## src/rtl/mul_sequencer_pkg.sv

```systemverilog
// Shared types and constants for the shift-and-add multiply sequencer.
// The ALU opcodes here must match the integer ALU decoder.
package mul_seq_pkg;

  typedef enum logic [1:0] {
    IDLE = 2'b00,
    RUN  = 2'b01,
    DONE = 2'b10
  } mul_state_e;

  localparam logic [3:0] ALU_OP_AND = 4'b0000;
  localparam logic [3:0] ALU_OP_ADD = 4'b0010;

endpackage

```

## src/rtl/mul_sequencer_if.sv

```systemverilog
// Handshake and shared-ALU bus between the core, the multiply sequencer
// and the integer ALU. The sequencer uses the slave modport; the core-side
// controller (and the ALU hookup) uses the master modport.
interface mul_sequencer_if #(
  parameter int DATA_WIDTH    = 32,
  parameter int OPCODE_LENGTH = 4
);

  logic                     start;
  logic [DATA_WIDTH-1:0]    op_a;
  logic [DATA_WIDTH-1:0]    op_b;
  logic                     busy;
  logic                     done;
  logic [DATA_WIDTH-1:0]    result;
  logic [DATA_WIDTH-1:0]    alu_src_a;
  logic [DATA_WIDTH-1:0]    alu_src_b;
  logic [OPCODE_LENGTH-1:0] alu_operation;
  logic [DATA_WIDTH-1:0]    alu_result;

  modport slave (
    input  start, op_a, op_b, alu_result,
    output busy, done, result, alu_src_a, alu_src_b, alu_operation
  );

  modport master (
    output start, op_a, op_b, alu_result,
    input  busy, done, result, alu_src_a, alu_src_b, alu_operation
  );

endinterface

```

## src/rtl/mul_sequencer.sv

```systemverilog
// Iterative shift-and-add multiplier (low DATA_WIDTH bits of the product)
// that borrows the shared integer ALU for its additions.
// Optional feature: define MUL_SEQ_EARLY_EXIT_EN to stop as soon as the
// remaining multiplier bits are all zero; otherwise latency is fixed at
// DATA_WIDTH RUN cycles so pipeline stall counts stay deterministic.
//
// state | meaning
// ------+---------------------------------------------------------------
// IDLE  | waiting for start; ALU bus held quiet
// RUN   | one shift-and-add iteration per cycle through the shared ALU
// DONE  | one-cycle done pulse; start here begins the next multiply
module mul_sequencer
  import mul_seq_pkg::*;
#(
  parameter int DATA_WIDTH    = 32,
  parameter int OPCODE_LENGTH = 4
) (
  input  logic            clk,
  input  logic            reset,
  mul_sequencer_if.slave  bus
);

  localparam int CNT_W = (DATA_WIDTH > 1) ? $clog2(DATA_WIDTH) : 1;
  localparam logic [CNT_W-1:0] LAST_CNT = CNT_W'(DATA_WIDTH - 1);

  mul_state_e             r_state;
  logic                   r_busy;
  logic                   r_done;
  logic [DATA_WIDTH-1:0]  r_result;
  logic [DATA_WIDTH-1:0]  r_acc;
  logic [DATA_WIDTH-1:0]  r_mcand;
  logic [DATA_WIDTH-1:0]  r_mplier;
  logic [CNT_W-1:0]       r_count;

  logic                   w_accept;
  logic                   w_last;
  logic [DATA_WIDTH-1:0]  w_acc_next;

  // A new multiply is accepted only from IDLE or DONE; start in RUN is ignored.
  assign w_accept = bus.start && ((r_state == IDLE) || (r_state == DONE));

  // The ALU sum is only taken when the current multiplier bit is set.
  assign w_acc_next = r_mplier[0] ? bus.alu_result : r_acc;

  // Decide whether the current RUN cycle is the final iteration.
`ifdef MUL_SEQ_EARLY_EXIT_EN
  assign w_last = (r_count == LAST_CNT) || ((r_mplier >> 1) == '0);
`else
  assign w_last = (r_count == LAST_CNT);
`endif

  // ALU bus: acc + mcand while running, AND of zeros otherwise.
  assign bus.alu_src_a     = r_busy ? r_acc   : '0;
  assign bus.alu_src_b     = r_busy ? r_mcand : '0;
  assign bus.alu_operation = r_busy ? OPCODE_LENGTH'(ALU_OP_ADD)
                                    : OPCODE_LENGTH'(ALU_OP_AND);

  assign bus.busy   = r_busy;
  assign bus.done   = r_done;
  assign bus.result = r_result;

  // Control FSM and datapath; busy/done are registered alongside the state.
  always_ff @(posedge clk or posedge reset) begin
    if (reset) begin
      r_state  <= IDLE;
      r_busy   <= 1'b0;
      r_done   <= 1'b0;
      r_result <= '0;
      r_acc    <= '0;
      r_mcand  <= '0;
      r_mplier <= '0;
      r_count  <= '0;
    end else if (w_accept) begin
      r_state  <= RUN;
      r_busy   <= 1'b1;
      r_done   <= 1'b0;
      r_acc    <= '0;
      r_mcand  <= bus.op_a;
      r_mplier <= bus.op_b;
      r_count  <= '0;
    end else begin
      case (r_state)
        IDLE: begin
          r_busy <= 1'b0;
          r_done <= 1'b0;
        end
        RUN: begin
          r_acc    <= w_acc_next;
          r_mcand  <= r_mcand << 1;
          r_mplier <= r_mplier >> 1;
          r_count  <= r_count + CNT_W'(1);
          if (w_last) begin
            r_state  <= DONE;
            r_busy   <= 1'b0;
            r_done   <= 1'b1;
            r_result <= w_acc_next;
          end
        end
        DONE: begin
          r_state <= IDLE;
          r_done  <= 1'b0;
        end
        default: begin
          r_state <= IDLE;
          r_busy  <= 1'b0;
          r_done  <= 1'b0;
        end
      endcase
    end
  end

endmodule

```

## src/flat_wrapper.sv

```systemverilog
// flat-port wrapper written by rule: the top's interface ports become plain ports
module mul_sequencer_flat import mul_seq_pkg::*;
#(
  parameter int DATA_WIDTH    = 32,
  parameter int OPCODE_LENGTH = 4
)
  (clk, reset, bus_start, bus_op_a, bus_op_b, bus_alu_result, bus_busy, bus_done, bus_result, bus_alu_src_a, bus_alu_src_b, bus_alu_operation);
  mul_sequencer_if #(.DATA_WIDTH(DATA_WIDTH), .OPCODE_LENGTH(OPCODE_LENGTH)) bus_i ();
  input  logic clk;
  input  logic reset;
  input wire logic [$bits(bus_i.start)-1:0] bus_start;
  input wire logic [$bits(bus_i.op_a)-1:0] bus_op_a;
  input wire logic [$bits(bus_i.op_b)-1:0] bus_op_b;
  input wire logic [$bits(bus_i.alu_result)-1:0] bus_alu_result;
  output wire logic [$bits(bus_i.busy)-1:0] bus_busy;
  output wire logic [$bits(bus_i.done)-1:0] bus_done;
  output wire logic [$bits(bus_i.result)-1:0] bus_result;
  output wire logic [$bits(bus_i.alu_src_a)-1:0] bus_alu_src_a;
  output wire logic [$bits(bus_i.alu_src_b)-1:0] bus_alu_src_b;
  output wire logic [$bits(bus_i.alu_operation)-1:0] bus_alu_operation;
  assign bus_i.start = bus_start;
  assign bus_i.op_a = bus_op_a;
  assign bus_i.op_b = bus_op_b;
  assign bus_i.alu_result = bus_alu_result;
  assign bus_busy = bus_i.busy;
  assign bus_done = bus_i.done;
  assign bus_result = bus_i.result;
  assign bus_alu_src_a = bus_i.alu_src_a;
  assign bus_alu_src_b = bus_i.alu_src_b;
  assign bus_alu_operation = bus_i.alu_operation;
  mul_sequencer #(.DATA_WIDTH(DATA_WIDTH), .OPCODE_LENGTH(OPCODE_LENGTH)) u_core (.clk(clk), .reset(reset), .bus(bus_i));
endmodule
```

## config.mk

```make
export PLATFORM = sky130hd
export DESIGN_NAME = mul_sequencer_flat
export DESIGN_NICKNAME = d
export VERILOG_FILES = /design/src/rtl/mul_sequencer_pkg.sv /design/src/rtl/mul_sequencer_if.sv /design/src/rtl/mul_sequencer.sv /design/src/flat_wrapper.sv
export SDC_FILE = /design/constraint.sdc
export NUM_CORES = 1
export LEC_CHECK = 0
export BUFFER_PORTS_ARGS = -buffer_cell sky130_fd_sc_hd__buf_4
export CAP_MARGIN = 10
export CELL_PAD_IN_SITES_DETAIL_PLACEMENT = 1
export CELL_PAD_IN_SITES_GLOBAL_PLACEMENT = 2
export CORE_MARGIN = 8
export CORE_UTILIZATION = 30
export DETAILED_ROUTE_END_ITERATION = 7
export PLACE_DENSITY = 0.86
export SYNTH_ARGS = -nofsm -noshare
export SYNTH_HDL_FRONTEND = slang
export SYNTH_SLANG_ARGS = --single-unit
```

## constraint.sdc

```tcl
create_clock -name clk -period 13.45 [get_ports clk]
set_clock_uncertainty 0.15 [all_clocks]
set_input_delay 1.345 -clock clk [delete_from_list [all_inputs] [get_ports clk]]
set_output_delay 1.345 -clock clk [all_outputs]
set_load 0.01 [all_outputs]
```

==> After elaboration in Yosys (flattened, before gate mapping) <==
Index checks and enable logic that the tools add are counted.
{ "word_totals": {"elab_cells": 44, "input_bits": 99, "reg_bits": 137, "output_inout_bits": 102} }
{ "op_classes": {"reduce_logical": 7, "bitwise_logic": 1, "eq_ne": 6, "n_mux": 21, "add_sub_neg": 1} }
{ "op_table": {"columns": ["operator", "n"], "rows": [
  ["$mux 32", 9],
  ["$mux 5", 2],
  ["$mux 2", 3],
  ["$add 5x1->5 const B", 1],
  ["$eq 5x5->1 const B", 1],
  ["$mux 1", 5],
  ["$ne 2x1->1 const B", 2],
  ["$pmux 2 s2", 1],
  ["$reduce_and 2->1", 2],
  ["$ne 3x1->1 const B", 1],
  ["$reduce_and 3->1", 1],
  ["$eq 2x1->1 const B", 1],
  ["$eq 2x2->1 const B", 1],
  ["$logic_not 2->1", 1],
  ["$pmux 1 s2", 1],
  ["$reduce_bool 2->1", 1],
  ["$logic_and 1x1->1", 1],
  ["$logic_or 1x1->1", 1],
  ["$not 1->1", 1]
]} }

==> Depth between registers and ports, before layout <==
{ "depth": {"depth_word": 5, "mapped_depth": 8} }

==> Least setup slack after synthesis <==
OpenSTA, ideal clock, no wires.
{ "synth_path": {"kind": "reg2out", "from": "register u_core.r_busy, in the netlist u_core.bus.busy", "to": "output bus_alu_src_a[21]", "slack_ns": 10.907, "n_path_buf": 2, "stages_incl_launch_ff": 4, "arrival_time_ns": 1.048, "cell_sequence": "dfrtp_1 > clkbuf_1 > clkbuf_1 > and2_1"} }
{ "synth_between": {"elab_chain_len": 1} }
{ "synth_rtl": {"columns": ["element", "line_no", "text"], "rows": [
  ["start, declared", "mul_sequencer.sv:27", "logic r_busy;"],
  ["start signal, assigned", "mul_sequencer.sv:66", "r_busy <= 1'b0;"],
  ["start signal, assigned", "mul_sequencer.sv:75", "r_busy <= 1'b1;"],
  ["start signal, assigned", "mul_sequencer.sv:84", "r_busy <= 1'b0;"],
  ["$mux 32", "mul_sequencer.sv:53", "assign bus.alu_src_a = r_busy ? r_acc : '0;"],
  ["end, declared", "flat_wrapper.sv:18", "output wire logic [$bits(bus_i.alu_src_a)-1:0] bus_alu_src_a;"]
]} }
No other way between the ends.

==> Worst setup path in the final report <==
{ "layout_path": {"from": "register u_core.r_busy, in the netlist u_core.bus.busy", "to": "output bus_alu_src_a[5]"} }
The elaborated chain is that of the path after synthesis.

==> summary.md <==
| Metric | Value |
|---|---|
| Maximum vdd ir drop | `0.0828 mV` |
| Netlist cell types | `29` |
| TritonCTS clock tree | `done` |
| Total gr overflow | `0` |
| CTS sink cnt | `137` |
| First-pass GRT wire length | `33300 µm` |
| Wirelength per Cell | `18.2 µm` |
| Tightest Pin Transition | `0.991 ns` |
| Number of CTS-inserted buffers | `17` |
| Fin. max-slew vios | `0` |
| Share of cells above drive strength 1 | `0.289` |
| Area used by multi-input combinational logic | `2650 µm²` |
| Final Wtd Congestion | `0.695` |
| Commonest non-fill, non-tap cell in the layout | `buf_4` |
| Total power | `0.00198 W` |
| Syn avg cell area | `9.58 µm²` |
| Final hold violation count | `0` |
| Yosys Warn Count | `0` |
| Clock transition at path regs | `0.06 ns` |
| Initial antenna violation count | `0` |
| Synth Register Bits | `137` |
| Reg2reg start | `u_core.r_state[0]` |
| Fin crit period | `3.34 ns` |
| Drt pass-1 iters | `4` |
| Final antenna diode count | `0` |
| Starting Density | `0.306` |
| Cell area after synthesis | `6450 µm²` |
| Hold_ws | `0.331 ns` |
| Wire length after detailed routing | `20400 µm` |
| Pwr dens | `230 nW/µm²` |
| Post-synthesis mux area share | `0.0512` |
| Root Driver | `clkbuf_16` |
| Startpoint types | `flip-flop` |
| Resize count post-CTS | `0` |
| Fillers | `2458` |
| Nets | `939` |
| Total GRT Usage | `0.156` |
| Crit path max-delay cell type | `dfrtp_2` |
| Min-Delay Path Depth | `2` |
| Synth Area in Compound Gates | `0.106` |
| CP Capture Type | `primary output` |
| RSZ-0062 raised after global routing | `no` |
| Setup Viol. Count Final | `0` |
| CP Cell Sequence | `and2_1 -> buf_4` |
| Number of DRC markers in iteration 0 | `286` |
| HP Class | `reg2reg` |
| Via density | `4.82` |
| Largest family of logic cells by synthesized area | `simple AND/OR/NAND/NOR gates` |
| Number of port buffers | `197` |
| Routed Antenna Nets | `0` |
| Hold-fix buffers, CTS | `0` |
| Crit path kind | `reg2out` |
| CTS H-tree depth | `4` |
| CTS max path bufs | `2` |
| Worst reg-to-reg path cell count | `4` |
| Post-Synth Adder-Cell Area | `0.00388` |
| Number of remaining DRC errors | `0` |
| Site Rows | `53` |
| Die Wd | `163 µm` |
| Max cap viols | `0` |
| Non-Filler Instances | `1126` |
| Die Ht | `163 µm` |
| Placed cells | `1094` |
| Worst skew pair latency | `0.41 ns` |
| Part of the cycle the worst path needs | `0.248` |
| Core Footprint | `21100 µm²` |
| Synth Instances | `673` |
| Maximum fanout along the worst path | `67` |
| Die area | `26400 µm²` |
| End-of-flow core utilization | `0.408` |
| Register area share after synthesis | `0.532` |
| Max Clk Rate | `300 MHz` |
| Reg area | `3430 µm²` |
| Post-CTS repair timing setup buffer count | `0` |
| Status | `finished clean` |
| Vias in the first global route | `5991` |
| Critical path arrival | `1.84 ns` |
| Final HPWL DP | `13700 µm` |
| Commonest cells after routing, fill and taps aside | `206 x buf_4, 159 x nand2_1, 135 x dfrtp_1` |
| Synth Area in Simple Gates | `0.245` |
| Pin count of the biggest net entering global routing | `73` |
| Worst Setup SP | `u_core.bus.busy` |
| Via count | `5430` |
| Final TNS setup | `0 ns` |
| IO Pins | `201` |
| Hold Crit Start | `u_core.bus.result[11]` |
| Area delta synth->final | `33.4%` |
| Leakage | `4.38 nW` |
| XOR/XNOR Fraction of Synth Area | `0.00136` |
| Slew headroom | `0.339` |
| Critical Path Max Stage Delay | `1.02 ns` |
| WP data required | `11.95 ns` |
worst max-delay path, delay by kind of cell, from the launching register on:
| family | cells | cell delay (ns) |
|---|---|---|
| buffers and inverters | 1 | 0.14 |
| AND/OR/NAND/NOR | 1 | 0.28 |
| flip-flops | 1 | 1.02 |
where the power goes:
group	switching (W)	internal, W	leakage [nW]
logic	0.000384	0.000346	2.43
registers	0.000154	0.000599	1.65
clock network	0.000189	0.000304	0.296
metrics by stage:
stage / setup slack (ns) / area [µm²]
after floorplan: 8.29 / 6460
after global placement: 10.24 / 7980
after detailed placement: 10.21 / 7980
after CTS: 10.04 / 8600
after global routing: 9.93 / 8600
final: 10.11 / 8600
routing by layer:
| metal | global-route usage | up-vias | routed length [µm] |
|---|---|---|---|
| li1 | - | 2617 | - |
| met1 | 0.207 | 2676 | 9670 |
| met2 | 0.247 | 125 | 9490 |
| met3 | 0.0387 | 12 | 1090 |
| met4 | 0.0442 | 0 | 203 |
| met5 | 0 | - | 0 |
registers in the layout, indices dropped and copies added, names as in the netlist:
signal             flops
u_core.bus.result     32
u_core.r_acc          32
u_core.r_mcand        32
u_core.r_mplier       32
u_core.r_count         5
u_core.r_state         2
u_core.bus.busy        1
u_core.bus.done        1
cell type report:
cell class,count,share of cell area
Clock inverter,13,0.0193
Inverter,2,0.00145
Sequential cell,137,0.399
Timing Repair Buffer,206,0.180
Multi-Input combinational cell,474,0.308
Tap cell,275,0.0400
Clock buffer,19,0.0527
cells in the mapped netlist:
library cell	n	area share
and3b_1	1	0.0014
nor2_2	1	0.00097
conb_1	1	0.00058
nand3b_1	3	0.0035
mux2i_1	33	0.051
buf_4	9	0.010
clkbuf_2	1	0.00078
inv_1	2	0.0012
clkbuf_1	8	0.0047
and3_1	1	0.00097
xor2_1	1	0.0014
nor2b_2	1	0.0014
buf_2	33	0.026
a22oi_1	62	0.072
nand4_1	1	0.00097
o21ai_0	35	0.027
nand2b_1	2	0.0019
dfrtp_1	137	0.53
a22o_1	4	0.0054
nor2b_4	1	0.0021
nor2_1	3	0.0017
a21o_1	1	0.0012
nand2b_2	1	0.0014
buf_1	1	0.00058
nand3_1	95	0.074
and2_1	64	0.062
ha_1	2	0.0039
nand2_1	159	0.093
buf_6	10	0.017
worst paths after layout:
path,to,slack [ns]
max in group asynchronous,u_core.r_acc[1],10.82
hold reg to reg,u_core.bus.result[11],0.33
setup / recovery,bus_alu_src_a[5],10.11
min in group asynchronous,u_core.r_mplier[15],0.85
hold / removal,u_core.bus.result[11],0.33
setup reg to reg,u_core.r_mcand[0],11.10
cell families after synthesis:
family | Yosys count
simple gates | 333
flops | 137
compound gates | 102
buf+inv | 64
mux | 33
fa+ha+maj | 2
other cells | 1
xor+xnor | 1
Note: power is estimated with default switching activity, not from simulation.
